$ cat config.mk
export PLATFORM = sky130hd
export DESIGN_NAME = scroll_controller_flat
export DESIGN_NICKNAME = d
export VERILOG_FILES = /design/src/rtl/scroll_controller_if.sv /design/src/rtl/scroll_controller.sv /design/src/flat_wrapper.sv
export SDC_FILE = /design/constraint.sdc
export NUM_CORES = 1
export LEC_CHECK = 0
export BUFFER_PORTS_ARGS = -buffer_cell sky130_fd_sc_hd__buf_2
export CORE_MARGIN = 2
export CORE_UTILIZATION = 40
export DETAILED_ROUTE_END_ITERATION = 10
export PLACE_DENSITY = 0.54
export SYNTH_ARGS = -nofsm -noshare
export SYNTH_HDL_FRONTEND = slang
export SYNTH_SLANG_ARGS = --single-unit
export TNS_END_PERCENT = 20
$ cat constraint.sdc
create_clock -name CLOCK_50 -period 2.95 [get_ports CLOCK_50]
set_input_delay 0 -clock CLOCK_50 [delete_from_list [all_inputs] [get_ports CLOCK_50]]
set_output_delay 0 -clock CLOCK_50 [all_outputs]
set_load 0.03 [all_outputs]
$ cat src/rtl/scroll_controller_if.sv
// Pushbutton inputs and display-side outputs of the scrolling word display controller.
// The master side drives the keys; the slave side is the controller itself.
interface scroll_controller_if;
  logic       key_left_n;
  logic       key_right_n;
  logic       key_mode_n;
  logic [2:0] position;
  logic       auto_active;
  logic       dir_right;
  logic       step_pulse;

  modport master (
    output key_left_n, key_right_n, key_mode_n,
    input  position, auto_active, dir_right, step_pulse
  );

  modport slave (
    input  key_left_n, key_right_n, key_mode_n,
    output position, auto_active, dir_right, step_pulse
  );
endinterface

$ cat src/rtl/scroll_controller.sv
// Single-clock scroll sequencer: turns pushbutton presses into a 0..POS_MAX index,
// with manual stepping and a timed auto-scroll mode in either direction.
module scroll_controller #(
  parameter int TICK_DIV = 25000000,
  parameter int POS_MAX  = 5
) (
  input  logic             CLOCK_50,
  input  logic             reset,
  scroll_controller_if.slave bus
);
  localparam int             PW        = $clog2(TICK_DIV);
  localparam logic [PW-1:0]  TICK_LAST = PW'(TICK_DIV - 1);
  localparam logic [PW-1:0]  PRESC_ONE = PW'(1);
  localparam logic [2:0]     POS_TOP   = 3'(POS_MAX);

  localparam logic [1:0] ST_MANUAL = 2'd0;
  localparam logic [1:0] ST_AUTO_L = 2'd1;
  localparam logic [1:0] ST_AUTO_R = 2'd2;

  function automatic logic [2:0] pos_inc(input logic [2:0] p);
    if (p == POS_TOP) pos_inc = 3'd0;
    else              pos_inc = p + 3'd1;
  endfunction

  function automatic logic [2:0] pos_dec(input logic [2:0] p);
    if (p == 3'd0) pos_dec = POS_TOP;
    else           pos_dec = p - 3'd1;
  endfunction

  // Key bit order in the pipeline vectors: [0]=left, [1]=right, [2]=mode.
  logic [2:0]    key_s1_r, key_s2_r, key_s3_r;
  logic [2:0]    press_s;
  logic          press_left_s, press_right_s, press_mode_s;
  logic [1:0]    state_r, state_nxt_s;
  logic [2:0]    position_r, pos_nxt_s;
  logic [PW-1:0] presc_r, presc_nxt_s;
  logic          tick_s;
  logic          auto_active_r, dir_right_r, step_pulse_r;

  // Synchronise the asynchronous keys and keep one extra stage for edge detection.
  always_ff @(posedge CLOCK_50) begin
    if (reset) begin
      key_s1_r <= 3'b000;
      key_s2_r <= 3'b000;
      key_s3_r <= 3'b000;
    end else begin
      key_s1_r <= {bus.key_mode_n, bus.key_right_n, bus.key_left_n};
      key_s2_r <= key_s1_r;
      key_s3_r <= key_s2_r;
    end
  end

  // A press is the high-to-low transition; resetting to "pressed" hides keys held through reset.
  assign press_s       = ~key_s2_r & key_s3_r;
  assign press_left_s  = press_s[0];
  assign press_right_s = press_s[1];
  assign press_mode_s  = press_s[2];
  assign tick_s        = (state_r != ST_MANUAL) && (presc_r == TICK_LAST);

  // Next state and position; mode press dominates, and a state change suppresses a coincident tick.
  always_comb begin
    state_nxt_s = state_r;
    pos_nxt_s   = position_r;
    case (state_r)
      ST_MANUAL: begin
        if (press_mode_s)                        state_nxt_s = ST_AUTO_L;
        else if (press_left_s && !press_right_s) pos_nxt_s   = pos_inc(position_r);
        else if (press_right_s && !press_left_s) pos_nxt_s   = pos_dec(position_r);
        else                                     pos_nxt_s   = position_r;
      end
      ST_AUTO_L: begin
        if (press_mode_s)                        state_nxt_s = ST_AUTO_R;
        else if (press_right_s && !press_left_s) state_nxt_s = ST_AUTO_R;
        else if (tick_s)                         pos_nxt_s   = pos_inc(position_r);
        else                                     pos_nxt_s   = position_r;
      end
      ST_AUTO_R: begin
        if (press_mode_s)                        state_nxt_s = ST_MANUAL;
        else if (press_left_s && !press_right_s) state_nxt_s = ST_AUTO_L;
        else if (tick_s)                         pos_nxt_s   = pos_dec(position_r);
        else                                     pos_nxt_s   = position_r;
      end
      default: begin
        state_nxt_s = ST_MANUAL;
        pos_nxt_s   = 3'd0;
      end
    endcase
  end

  // Prescaler restarts on any state change so each AUTO entry gets a full interval.
  always_comb begin
    presc_nxt_s = presc_r;
    if ((state_nxt_s != state_r) || (state_r == ST_MANUAL)) presc_nxt_s = '0;
    else if (tick_s)                                        presc_nxt_s = '0;
    else                                                    presc_nxt_s = presc_r + PRESC_ONE;
  end

  // State, position, prescaler and the registered output decodes.
  always_ff @(posedge CLOCK_50) begin
    if (reset) begin
      state_r       <= ST_MANUAL;
      position_r    <= 3'd0;
      presc_r       <= '0;
      auto_active_r <= 1'b0;
      dir_right_r   <= 1'b0;
      step_pulse_r  <= 1'b0;
    end else begin
      state_r       <= state_nxt_s;
      position_r    <= pos_nxt_s;
      presc_r       <= presc_nxt_s;
      auto_active_r <= (state_nxt_s == ST_AUTO_L) || (state_nxt_s == ST_AUTO_R);
      dir_right_r   <= (state_nxt_s == ST_AUTO_R);
      step_pulse_r  <= (pos_nxt_s != position_r);
    end
  end

  assign bus.position    = position_r;
  assign bus.auto_active = auto_active_r;
  assign bus.dir_right   = dir_right_r;
  assign bus.step_pulse  = step_pulse_r;
endmodule

$ cat src/flat_wrapper.sv
// flat-port wrapper written by rule: the top's interface ports become plain ports
module scroll_controller_flat 
#(
  parameter int TICK_DIV = 25000000,
  parameter int POS_MAX  = 5
)
  (CLOCK_50, reset, bus_key_left_n, bus_key_right_n, bus_key_mode_n, bus_position, bus_auto_active, bus_dir_right, bus_step_pulse);
  scroll_controller_if bus_i ();
  input  logic CLOCK_50;
  input  logic reset;
  input wire logic [$bits(bus_i.key_left_n)-1:0] bus_key_left_n;
  input wire logic [$bits(bus_i.key_right_n)-1:0] bus_key_right_n;
  input wire logic [$bits(bus_i.key_mode_n)-1:0] bus_key_mode_n;
  output wire logic [$bits(bus_i.position)-1:0] bus_position;
  output wire logic [$bits(bus_i.auto_active)-1:0] bus_auto_active;
  output wire logic [$bits(bus_i.dir_right)-1:0] bus_dir_right;
  output wire logic [$bits(bus_i.step_pulse)-1:0] bus_step_pulse;
  assign bus_i.key_left_n = bus_key_left_n;
  assign bus_i.key_right_n = bus_key_right_n;
  assign bus_i.key_mode_n = bus_key_mode_n;
  assign bus_position = bus_i.position;
  assign bus_auto_active = bus_i.auto_active;
  assign bus_dir_right = bus_i.dir_right;
  assign bus_step_pulse = bus_i.step_pulse;
  scroll_controller #(.TICK_DIV(TICK_DIV), .POS_MAX(POS_MAX)) u_core (.CLOCK_50(CLOCK_50), .reset(reset), .bus(bus_i));
endmodule
== Yosys cells after proc, flatten, opt, wreduce, memory -nomap -nowiden ==
Index checks and enable logic that the tools add are counted.
Widths: inputs -> output; s select.

* Register bits after elaboration: 42
* Word-level logic and storage cells: 51
* Input bits: 5
* Output and inout bits: 6

* Add/sub/neg operators: 3
* Reductions and logical operators: 11
* Multiplexer cells: 18
* Eq/ne operators: 8
* Bitwise operators: 2

{| class="wikitable"
|+ Operators by type and width
! operator !! count
|-
| $mux 3 || 11
|-
| $add 25x1->25 const B || 1
|-
| $eq 25x25->1 const B || 1
|-
| $mux 2 || 5
|-
| $pmux 3 s3 || 1
|-
| $pmux 2 s3 || 1
|-
| $eq 2x1->1 const B || 2
|-
| $eq 2x2->1 const B || 2
|-
| $add 3x1->3 const B || 1
|-
| $and 3x3->3 || 1
|-
| $eq 3x3->1 const B || 1
|-
| $logic_and 1x1->1 || 3
|-
| $logic_not 3->1 || 1
|-
| $ne 3x3->1 || 1
|-
| $not 3->3 || 1
|-
| $reduce_or 3->1 || 1
|-
| $sub 3x1->3 const B || 1
|-
| $logic_not 1->1 || 2
|-
| $logic_not 2->1 || 1
|-
| $logic_or 1x1->1 || 2
|-
| $ne 2x2->1 || 1
|-
| $reduce_bool 2->1 || 1
|}

== Logic depth before layout (Yosys ltp) ==
Gate-level depths: netlist of the first run.

* Depth in word-level cells: 10
* Depth in mapped cells: 8
* Mapped depth without buffers: 7

== Worst setup path before layout of the first run ==
Ideal clock, no wire load.

* Kind: flip-flop to flip-flop
* Start: register u_core.presc_r[9]
* End: register u_core.step_pulse_r, in the netlist u_core.bus.step_pulse
* Arrival time: 2074 ps
* Data required time: 2871 ps
* Cell stages (with the launch flop): 7
* Setup slack: 798 ps
* Path buffers: 0
* Clock period less this slack: 2152 ps
* Setup time: 79 ps
* Cells stage by stage: dfxtp_1 or4b_4 nor4_4 nand3_2 mux2_4 a311o_1 o221ai_2

* Cells in the longest elaborated chain, start to end: 7
* Elaborated cells on any way between the ends: 10
* Those cells by class: eq/ne (2); mux (7); reduce/logical (1)

{| class="wikitable"
|+ Ends and longest elaborated chain
! item !! line !! text
|-
| start: declaration || scroll_controller.sv:36 || <nowiki>logic [PW-1:0] presc_r, presc_nxt_s;</nowiki>
|-
| start signal: assignment || scroll_controller.sv:110 || <nowiki>presc_r <= presc_nxt_s;</nowiki>
|-
| $eq 25x25->1 (*) || scroll_controller.sv:58 || <nowiki>assign tick_s = (state_r != ST_MANUAL) && (presc_r == TICK_LAST);</nowiki>
|-
| $logic_and 1x1->1 (*) || scroll_controller.sv:58 ||
|-
| $mux 3 (on tied branches) || scroll_controller.sv:80, scroll_controller.sv:74 ||
|-
| $mux 3 (on tied branches) || scroll_controller.sv:79, scroll_controller.sv:73 ||
|-
| $mux 3 (on tied branches) || scroll_controller.sv:78, scroll_controller.sv:72 ||
|-
| $pmux 3 s3 (*) || scroll_controller.sv:64 || <nowiki>case (state_r)</nowiki>
|-
| $ne 3x3->1 (*) || scroll_controller.sv:113 || <nowiki>step_pulse_r <= (pos_nxt_s != position_r);</nowiki>
|-
| end signal: assignment || scroll_controller.sv:113 ||
|-
| end: declaration || scroll_controller.sv:38 || <nowiki>logic auto_active_r, dir_right_r, step_pulse_r;</nowiki>
|}

Every way passes the cells marked *; elsewhere a longest branch is shown, timed or not.
A chain may end at the register's enable or synchronous reset.

== Worst setup path in the final report of the first run ==
Ends and elaborated chain as after synthesis.

==> flow_summary.yaml, run 1 <==
outcome:
  status: "finished clean"
power:
  ir_drop_mv: 0.4241
  cellPowerDensity_nw_per_um2: 468.3
  p_leak_nw: 0.8371
synth:
  synth_compound_area_frac: 0.1050
  ys_async_sr_fraction: 0
  ys_types: 47
  ys_seq_elements: 42
  synth_edf_count: 0
  synth_top_family_by_area: "simple AND/OR/NAND/NOR gates"
  syn-mean-instance-area_sq_um: 8.312
  synth-xor-area-share: 0.1062
  dominantRegCellSynth: "dfxtp_1"
  syn_nets: 265
  yosys-top-cells-area: "dfxtp_1, nor2_1, xor2_1, nor2b_1, xnor2_1"
  synth_area_sq_um: 2145
  synth-simple-area-share: 0.3343
  netlist.area_leader.share: 0.3921
  synth_fa_ha_area_frac: 0.01167
  yosys_warnings: 0
  syn_inst: 258
  synthMuxAreaShare: 0.02159
  synth_area_leader_cell: "dfxtp_1"
  yosysSeqAreaShare: 0.3921
timing:
  finClkSkew_ns: 0.007857
  slew_headroom: 0.5901
  slew_violations: 0
  period_minus_slack_ns: 2.305
  min_period_over_period: 0.7813
  hold_viol: 0
  fin_tns_setup_ns: 0
  finalSetupViolations: 0
  rsz0062_at_grt: "no"
  fmax_ghz: 0.4339
  worst_pin_slew_ns: 0.6092
grt:
  overflow: 0
  grt_pass1_vias: 1548
  grt_pass1_wl_um: 7348
  antenna_found_initial: 0
  grt_max_degree: 26
  globalRouteTotalUtil: 0.1531
critical_path:
  cp.required_ns: 3.17
  cpMaxStageDelayCell: "or4b_4"
  cpPeakStageDelay_ns: 0.55
  worstSetupPathType: "flop to flop"
  crit_path_end_kind: "flop"
  crit_family: "simple AND/OR/NAND/NOR gates"
  arrival_ns: 2.52
  cp_cell_sequence: "or4b_4 > nor4_4 > nand3_2 > mux2_4 > a311o_1 > o221ai_2"
  critPathLaunchType: "flop"
  cp_max_fo: 9
  worst-path-buf-inv: 0
run:
  drv_cap: 0
clock_tree:
  htreeDepth: 2
  cts.sinks: 42
  clk_pin_slew_ns: 0.08
  postCtsSetupBuffers: 0
  ctsResizeCount: 0
  cts_buffer_depth: 2
  numCtsBuffers: 5
  root_buffer: "clkbuf_8"
  cts_tree: "yes"
  postCtsHoldBufs: 3
  clkLatencyLatePin_ns: 0.29
final_layout:
  drive_gt1_frac: 0.1055
  final.fill_count: 534
  antennaDiodeCount: 0
  nNetsFinal: 281
  fin_cells: 345
  area_growth_syn_to_layout_pct: 13.01
floorplan:
  die_w_um: 77.22
  die_h_um: 77.22
  initial_core_util: 0.4172
  rows: 26
  die_area_sq_um: 5963
  num_io_pins: 11
  coreArea_sq_um: 5140
place:
  numPortBuffers: 10
  gp_congestion: 0.8399
  hpwlAfterDp_um: 3041
  dp_cells: 334
drt:
  ant_nets: 0
  first_pass_iters: 4
  drt_iter0_drc: 99
  drc: 0
  wire_per_inst_um: 12.57
  finalWirelength_um: 4337
  vias: 1773
  vias_per_cell: 5.139
min_path:
  hp-class: "primary input to flop"
[logic make-up (layout without fill, tap and decap cells)]
kind of cell,Yosys count,in the layout
mux,4,4
compound gates,33,33
simple gates,135,135
fa+ha+maj,2,2
flops,42,42
xor+xnor,26,26
buf+inv,16,33
[Yosys cell counts, types with 2 or more instances]
library cell   n
mux2i_1        2
nor4b_1        3
o21ai_0        7
and3_1         3
or3_1          4
nor4_1         2
nor3_1         3
xor2_1        15
dfxtp_1       42
nand2b_1       6
and2_1         2
a31oi_1        2
inv_1          6
buf_2          2
a21oi_1       10
ha_1           2
nand2_1       23
clkbuf_1       7
nand4b_1       2
a311oi_1       2
nor2_1        39
xnor2_1       11
nand4_1        8
nor2b_1       16
nand3_1       17
[cells in the final DEF, fill, tap and decap left out, types with 3 or more instances in the layout]
cell	Yosys	layout
nor4b_1	3	3
nand2b_1	6	6
xnor2_1	11	11
buf_4	0	6
nor3_1	3	3
nor2_1	39	39
nand2_1	23	23
nand4_1	8	8
or3_1	4	4
o21ai_0	7	7
nand3_1	17	17
inv_1	6	6
and3_1	3	3
nor2b_1	16	16
dfxtp_1	42	42
buf_2	2	10
clkbuf_8	0	5
a21oi_1	10	10
xor2_1	15	15
dlygate4sd3_1	0	3
[flip-flops by register name (all words and copies together), names as in the netlist]
register                count
u_core.key_s1_r             3
u_core.key_s3_r             3
u_core.key_s2_r             3
u_core.bus.auto_active      1
u_core.state_r              2
u_core.bus.step_pulse       1
u_core.bus.dir_right        1
u_core.bus.position         3
u_core.presc_r             25
[area by class of cell]
type	instances	area, sq um	area share
well taps	70	87.58	0.03614
inverters	6	22.52	0.009293
repair buffers	19	125.1	0.05163
flip-flops and latches	42	840.8	0.3469
multi-input cells	200	1241	0.5121
clock inverters	1	30.03	0.01239
clock buffers	7	76.32	0.03149
[stage by stage]
stage | total power [mW] | hold WS, ns | util | setup slack (ns) | cell area (sq um)
final | 1.135 | 0.08789 | 0.4715 | 0.6453 | 2424
after global routing | 1.192 | 0.09534 | 0.4715 | 0.4363 | 2424
after CTS | 1.160 | 0.08032 | 0.4715 | 0.6515 | 2424
after detailed placement | 0.7029 | 0.2134 | 0.4450 | 0.6754 | 2287
after global placement | 0.7040 | 0.2070 | 0.4450 | 0.6901 | 2287
after floorplan | 0.6761 | 0.07161 | - | 0.7977 | 2145
[worst reg2reg max path: stages (launching register included)]
cell and delay [ns]:
dfxtp_1 0.33, or4b_4 0.55, nor4_4 0.51, nand3_2 0.17
mux2_4 0.34, a311o_1 0.28, o221ai_2 0.06
[power breakdown]
part / internal [mW] / total (mW) / switching [mW]
logic: 0.0406 / 0.102 / 0.0612
registers: 0.579 / 0.592 / 0.0124
clock network: 0.253 / 0.442 / 0.188
[per-layer routing]
metal | GRT usage | part of all wire
met1 | 0.2274 | 0.56
met2 | 0.2122 | 0.40
met3 | 0.03176 | 0.024
met4 | 0.06429 | 0.017
met5 | 0 | 0
[final timing paths]
kind                       from               endpoint  slack [ns]  depth (start not counted)
max           u_core.presc_r[9]  u_core.bus.step_pulse        0.65                          6
min                       reset      u_core.state_r[0]        0.09                          2
max reg2reg   u_core.presc_r[9]  u_core.bus.step_pulse        0.65                          6
min reg2reg  u_core.key_s1_r[0]     u_core.key_s2_r[0]        0.44                          1
Note: power is estimated with default switching activity, not from simulation.
==> run 2, diff against run 1 <==
PLACE_DENSITY = 0.56   (was 0.54)
clock period = 2.1 ns   (was 2.95 ns; I/O delays follow)
==> run 2 against run 1 <==
Effect of this change:
- the flow now finishes with violations (negative setup slack)
- power rose by 36%
- non-clock buffer count rose by 17
- via count rose by 4.3%
- routed wire length rose by 9.1%
- global-route usage rose by 1.1 points
- cell count rose by 4.9%
- combinational power rose by 54%
==> flow_summary.yaml, run 2 (synthesized netlist as in run 1, its figures left out) <==
drt:
  wire_per_inst_um: 13.07
  finalWirelength_um: 4732
  ant_nets: 0
  vias_per_cell: 5.108
  vias: 1849
  first_pass_iters: 4
  drt_iter0_drc: 157
  drc: 0
final_layout:
  drive_gt1_frac: 0.1815
  area_growth_syn_to_layout_pct: 21.24
  antennaDiodeCount: 0
  nNetsFinal: 298
  regMostFlops: "u_core.presc_r"
  largest_reg_flops: 25
  mostFrequentLayoutCell: "dfxtp_1"
  final.fill_count: 528
  layout_common_cells: "dfxtp_1, nor2_1, nand2_1"
clock_tree:
  numCtsBuffers: 5
  cts_tree: "yes"
  cts_buffer_depth: 2
  cts.sinks: 42
  root_buffer: "clkbuf_8"
  clk_pin_slew_ns: 0.09
  clkLatencyLatePin_ns: 0.30
  htreeDepth: 2
place:
  hpwlAfterDp_um: 3292
  pre_cts_ws_ns: -0.04117
  gp_congestion: 0.8641
  numPortBuffers: 10
min_path:
  hold_path.startpoint: "reset"
  hold_depth: 2
  hp-class: "primary input to flop"
  whs_endpoint: "u_core.bus.auto_active"
critical_path:
  cp_max_fo: 8
  r2r_start: "u_core.presc_r[9]"
  crit_path_end_kind: "flop"
  worstSetupPathType: "flop to flop"
  arrival_ns: 2.35
  cpPeakStageDelay_ns: 0.54
  critPathLaunchType: "flop"
  worst-path-buf-inv: 1
  cpMaxStageDelayCell: "or4b_4"
  cp.required_ns: 2.33
  r2r_cells: 7
  cp_cell_sequence: "or4b_4 > nor4_4 > buf_6 > nand3_4 > mux2_4 > a311o_1 > o221ai_2"
  crit_family: "simple AND/OR/NAND/NOR gates"
  r2r_end: "u_core.bus.step_pulse"
  reg2reg_slack_ns: -0.02
  path_depth: 7
timing:
  fmax_ghz: 0.4711
  fin_tns_setup_ns: -0.02248
  worst_pin_slew_ns: 0.5838
  period_minus_slack_ns: 2.122
  hold_slack_ns: 0.06942
  finClkSkew_ns: 0.01029
  finalSetupViolations: 1
  layout_setup_ws_ns: -0.02248
  slew_violations: 0
  slew_headroom: 0.6108
  min_period_over_period: 1.011
  hold_viol: 0
  rsz0062_at_grt: "yes"
floorplan:
  coreArea_sq_um: 5140
  die_h_um: 77.22
  die_w_um: 77.22
  initial_core_util: 0.4172
  num_io_pins: 11
  rows: 26
  die_area_sq_um: 5963
power:
  power.total_mw: 1.539
  cellPowerDensity_nw_per_um2: 592.0
  p_leak_nw: 0.9290
  ir_drop_mv: 0.3700
grt:
  antenna_found_initial: 0
  grt_pass1_wl_um: 7879
  grt_max_degree: 26
  globalRouteTotalUtil: 0.1644
  overflow: 0
  grt_pass1_vias: 1683
outcome:
  status: "complete, but fails checks"
  violations: "negative setup slack"
run:
  drv_cap: 0
## run 2: cell types whose count changed in the layout (fill, tap and decap cells not counted), moves of 2 or more
cell / change
buf_4: +15
clkbuf_1: -2
nand3_4: +2
nor4_2: +2
nor4_1: -2
## run 2: how the worst max path moves through the flow
stage | slack [ns] | end | from
3_5_place_dp | -0.04 | u_core.bus.step_pulse | u_core.presc_r[9]
3_3_place_gp | -0.01 | u_core.bus.step_pulse | u_core.presc_r[9]
4_1_cts | -0.04 | u_core.bus.step_pulse | u_core.presc_r[9]
6_report | -0.02 | u_core.bus.step_pulse | u_core.presc_r[9]
5_1_grt | -0.09 | u_core.bus.step_pulse | u_core.presc_r[9]
2_1_floorplan | -0.05 | u_core.bus.step_pulse | u_core.presc_r[9]
## run 2: layout make-up
class                           count  area, sq um  share of cell area
Multi-Input combinational cell    200         1285              0.4942
Sequential cell                    42        840.8              0.3234
Timing Repair Buffer               36        269.0              0.1035
Tap cell                           70        87.58             0.03369
Clock buffer                        6        82.58             0.03176
Inverter                            6        22.52            0.008662
Clock inverter                      2        12.51            0.004812
## run 2: where the power goes
group | total [mW] | switching [mW] | leakage (nW) | internal (mW)
sequential | 0.830 | 0.0165 | 0.340 | 0.813
combinational | 0.157 | 0.0915 | 0.541 | 0.0652
clock | 0.552 | 0.288 | 0.0472 | 0.264
total | 1.54 | 0.396 | 0.929 | 1.14
## run 2: per-layer routing
layer  vias up  wire (um)  global-route usage
met1       837       2448              0.2336
met3         2        201             0.03647
li1        957          -                   -
met2        53       2047              0.2443
met5         -          0                   0
met4         0         34             0.05714
## run 2: timing repair
action / 4_1_cts / 5_1_grt
pin swaps: 0 / 1
buffers inserted: 1 / 0
gates resized for setup: 1 / 8
gates cloned: 0 / 0
hold buffers: 3 / 0
setup endpoints to repair: 1 / 6
endpoints found under the hold margin: 3 / 0
## run 2: stage by stage
| step | util | cells | area (sq um) |
|---|---|---|---|
| after CTS | 0.4981 | 362 | 2560 |
| after floorplan | - | 258 | 2145 |
| after global routing | 0.5058 | 362 | 2600 |
| after detailed placement | 0.4708 | 350 | 2420 |
| after global placement | 0.4708 | 350 | 2420 |
| final | 0.5058 | 362 | 2600 |
==> run 3, diff against run 2 <==
CELL_PAD_IN_SITES_DETAIL_PLACEMENT = 1   (was unset)
CELL_PAD_IN_SITES_GLOBAL_PLACEMENT = 2   (was unset)
CORE_UTILIZATION = 33   (was 40)
PLACE_DENSITY = 0.83   (was 0.56)
==> run 3 against run 2 <==
Effect of this change:
- the run still ends with negative setup slack left
- cell count rose by 3.0%
- power rose by 8.1%
- via count rose by 5.5%
- highest routed layer unchanged
- clock skew fell by 0.0024 ns
- global-route usage fell by 0.19 points
- critical path depth did not move
==> flow_summary.yaml, run 3 (synthesized netlist as in run 1, its figures left out) <==
outcome:
  status: "complete, but fails checks"
  violations: "negative setup slack"
timing:
  finClkSkew_ns: 0.007851
  min_period_over_period: 1.021
  fmax_ghz: 0.4663
  slew_headroom: 0.6489
  slew_violations: 0
  hold_slack_ns: 0.06195
  hold_viol: 0
  finalSetupViolations: 2
  worst_pin_slew_ns: 0.5255
  rsz0062_at_grt: "yes"
  period_minus_slack_ns: 2.144
  layout_setup_ws_ns: -0.04435
grt:
  grt_max_degree: 26
  overflow: 0
  grt_pass1_wl_um: 9439
  antenna_found_initial: 0
  grt_pass1_vias: 1958
  globalRouteTotalUtil: 0.1625
clock_tree:
  clk_pin_slew_ns: 0.08
  cts_tree: "yes"
  clkLatencyLatePin_ns: 0.30
  htreeDepth: 2
  cts_buffer_depth: 2
  cts.sinks: 42
  numCtsBuffers: 5
  root_buffer: "clkbuf_8"
final_layout:
  nNetsFinal: 303
  mostFrequentLayoutCell: "nor2_1"
  area_growth_syn_to_layout_pct: 23.45
  regMostFlops: "u_core.presc_r"
  antennaDiodeCount: 0
  layout_common_cells: "nor2_1, dfxtp_1, buf_4"
  drive_gt1_frac: 0.2061
  largest_reg_flops: 25
  final.fill_count: 783
floorplan:
  die_w_um: 84.62
  initial_core_util: 0.3397
  die_area_sq_um: 7160
  num_io_pins: 11
  die_h_um: 84.62
  coreArea_sq_um: 6314
  rows: 29
critical_path:
  cp_max_fo: 6
  cp.required_ns: 2.32
  crit_path_end_kind: "flop"
  critPathLaunchType: "flop"
  arrival_ns: 2.37
  reg2reg_slack_ns: -0.04
  worstSetupPathType: "flop to flop"
drt:
  vias: 1951
  drt_iter0_drc: 88
  vias_per_cell: 5.231
  drc: 0
  first_pass_iters: 4
  wire_per_inst_um: 15.11
  ant_nets: 0
  finalWirelength_um: 5635
power:
  power.total_mw: 1.663
  cellPowerDensity_nw_per_um2: 628.2
  ir_drop_mv: 0.4632
  p_leak_nw: 0.9708
run:
  drv_cap: 0
place:
  hpwlAfterDp_um: 3998
  numPortBuffers: 10
  gp_congestion: 0.7646
min_path:
  hp-class: "primary input to flop"
[run 3: cell count changes in the layout (fill, tap and decap cells not counted), sizes merged]
cell / before / now
buf: 33 / 38
bufinv: 0 / 1
clkinvlp: 1 / 0
clkinv: 1 / 0
[run 3: routing by layer]
metal | share of wire | GRT usage | wire length, um | vias up
li1 | - | - | - | 971
met1 | 0.49 | 0.2205 | 2762 | 937
met2 | 0.46 | 0.2541 | 2568 | 32
met3 | 0.033 | 0.03343 | 188 | 11
met4 | 0.021 | 0.06205 | 116 | 0
met5 | 0 | 0 | 0 | -
[run 3: worst paths after layout]
kind                                          from                endpoint  cells after the start
worst max-delay path            u_core.presc_r[10]   u_core.bus.step_pulse                      7
worst min-delay path                         reset  u_core.bus.auto_active                      2
worst max register to register  u_core.presc_r[10]   u_core.bus.step_pulse                      7
worst min register to register  u_core.key_s1_r[0]      u_core.key_s2_r[0]                      1
[run 3: area by class of cell]
type                    instances  area [sq um]  area share
flip-flops and latches         42         847.1      0.3199
well taps                      77         96.34     0.03639
multi-input cells             200          1262      0.4768
inverters                       6         22.52    0.008507
clock buffers                   6         82.58     0.03119
repair buffers                 41         306.5      0.1158
clock inverters                 1         30.03     0.01134
[run 3: repair_timing]
item	in CTS	in global routing
hold endpoints to repair	3	0
pin swaps	2	7
hold buffers	3	0
setup buffers	1	3
resized for setup	2	9
endpoints found under the setup margin	4	6
[run 3: report_power, final]
| group | switching, mW | total, mW | internal, mW | leakage (nW) |
|---|---|---|---|---|
| registers | 0.0174 | 0.831 | 0.814 | 0.343 |
| logic | 0.0948 | 0.162 | 0.0671 | 0.571 |
| clock network | 0.290 | 0.670 | 0.381 | 0.0573 |
| total | 0.402 | 1.66 | 1.26 | 0.971 |
[run 3: critical path, stage by stage, from the launching register on]
cell      delay [ns]
dfxtp_2         0.33
or4b_4          0.54
nor4_4          0.25
buf_4           0.18
nand3_2         0.09
mux2_4          0.34
a311o_1         0.28
o221ai_2        0.06
[run 3: per-stage QoR]
stage | setup TNS, ns | worst slack, ns | utilization | instance area, sq um | cells
floorplan | -0.05233 | -0.05233 | - | 2145 | 258
global placement | -0.06813 | -0.05646 | 0.3870 | 2444 | 359
detailed placement | -0.1976 | -0.08440 | 0.3870 | 2444 | 359
CTS | -0.08385 | -0.05264 | 0.4116 | 2599 | 370
global route | -0.3196 | -0.1124 | 0.4193 | 2648 | 373
finish | -0.06559 | -0.04435 | 0.4193 | 2648 | 373
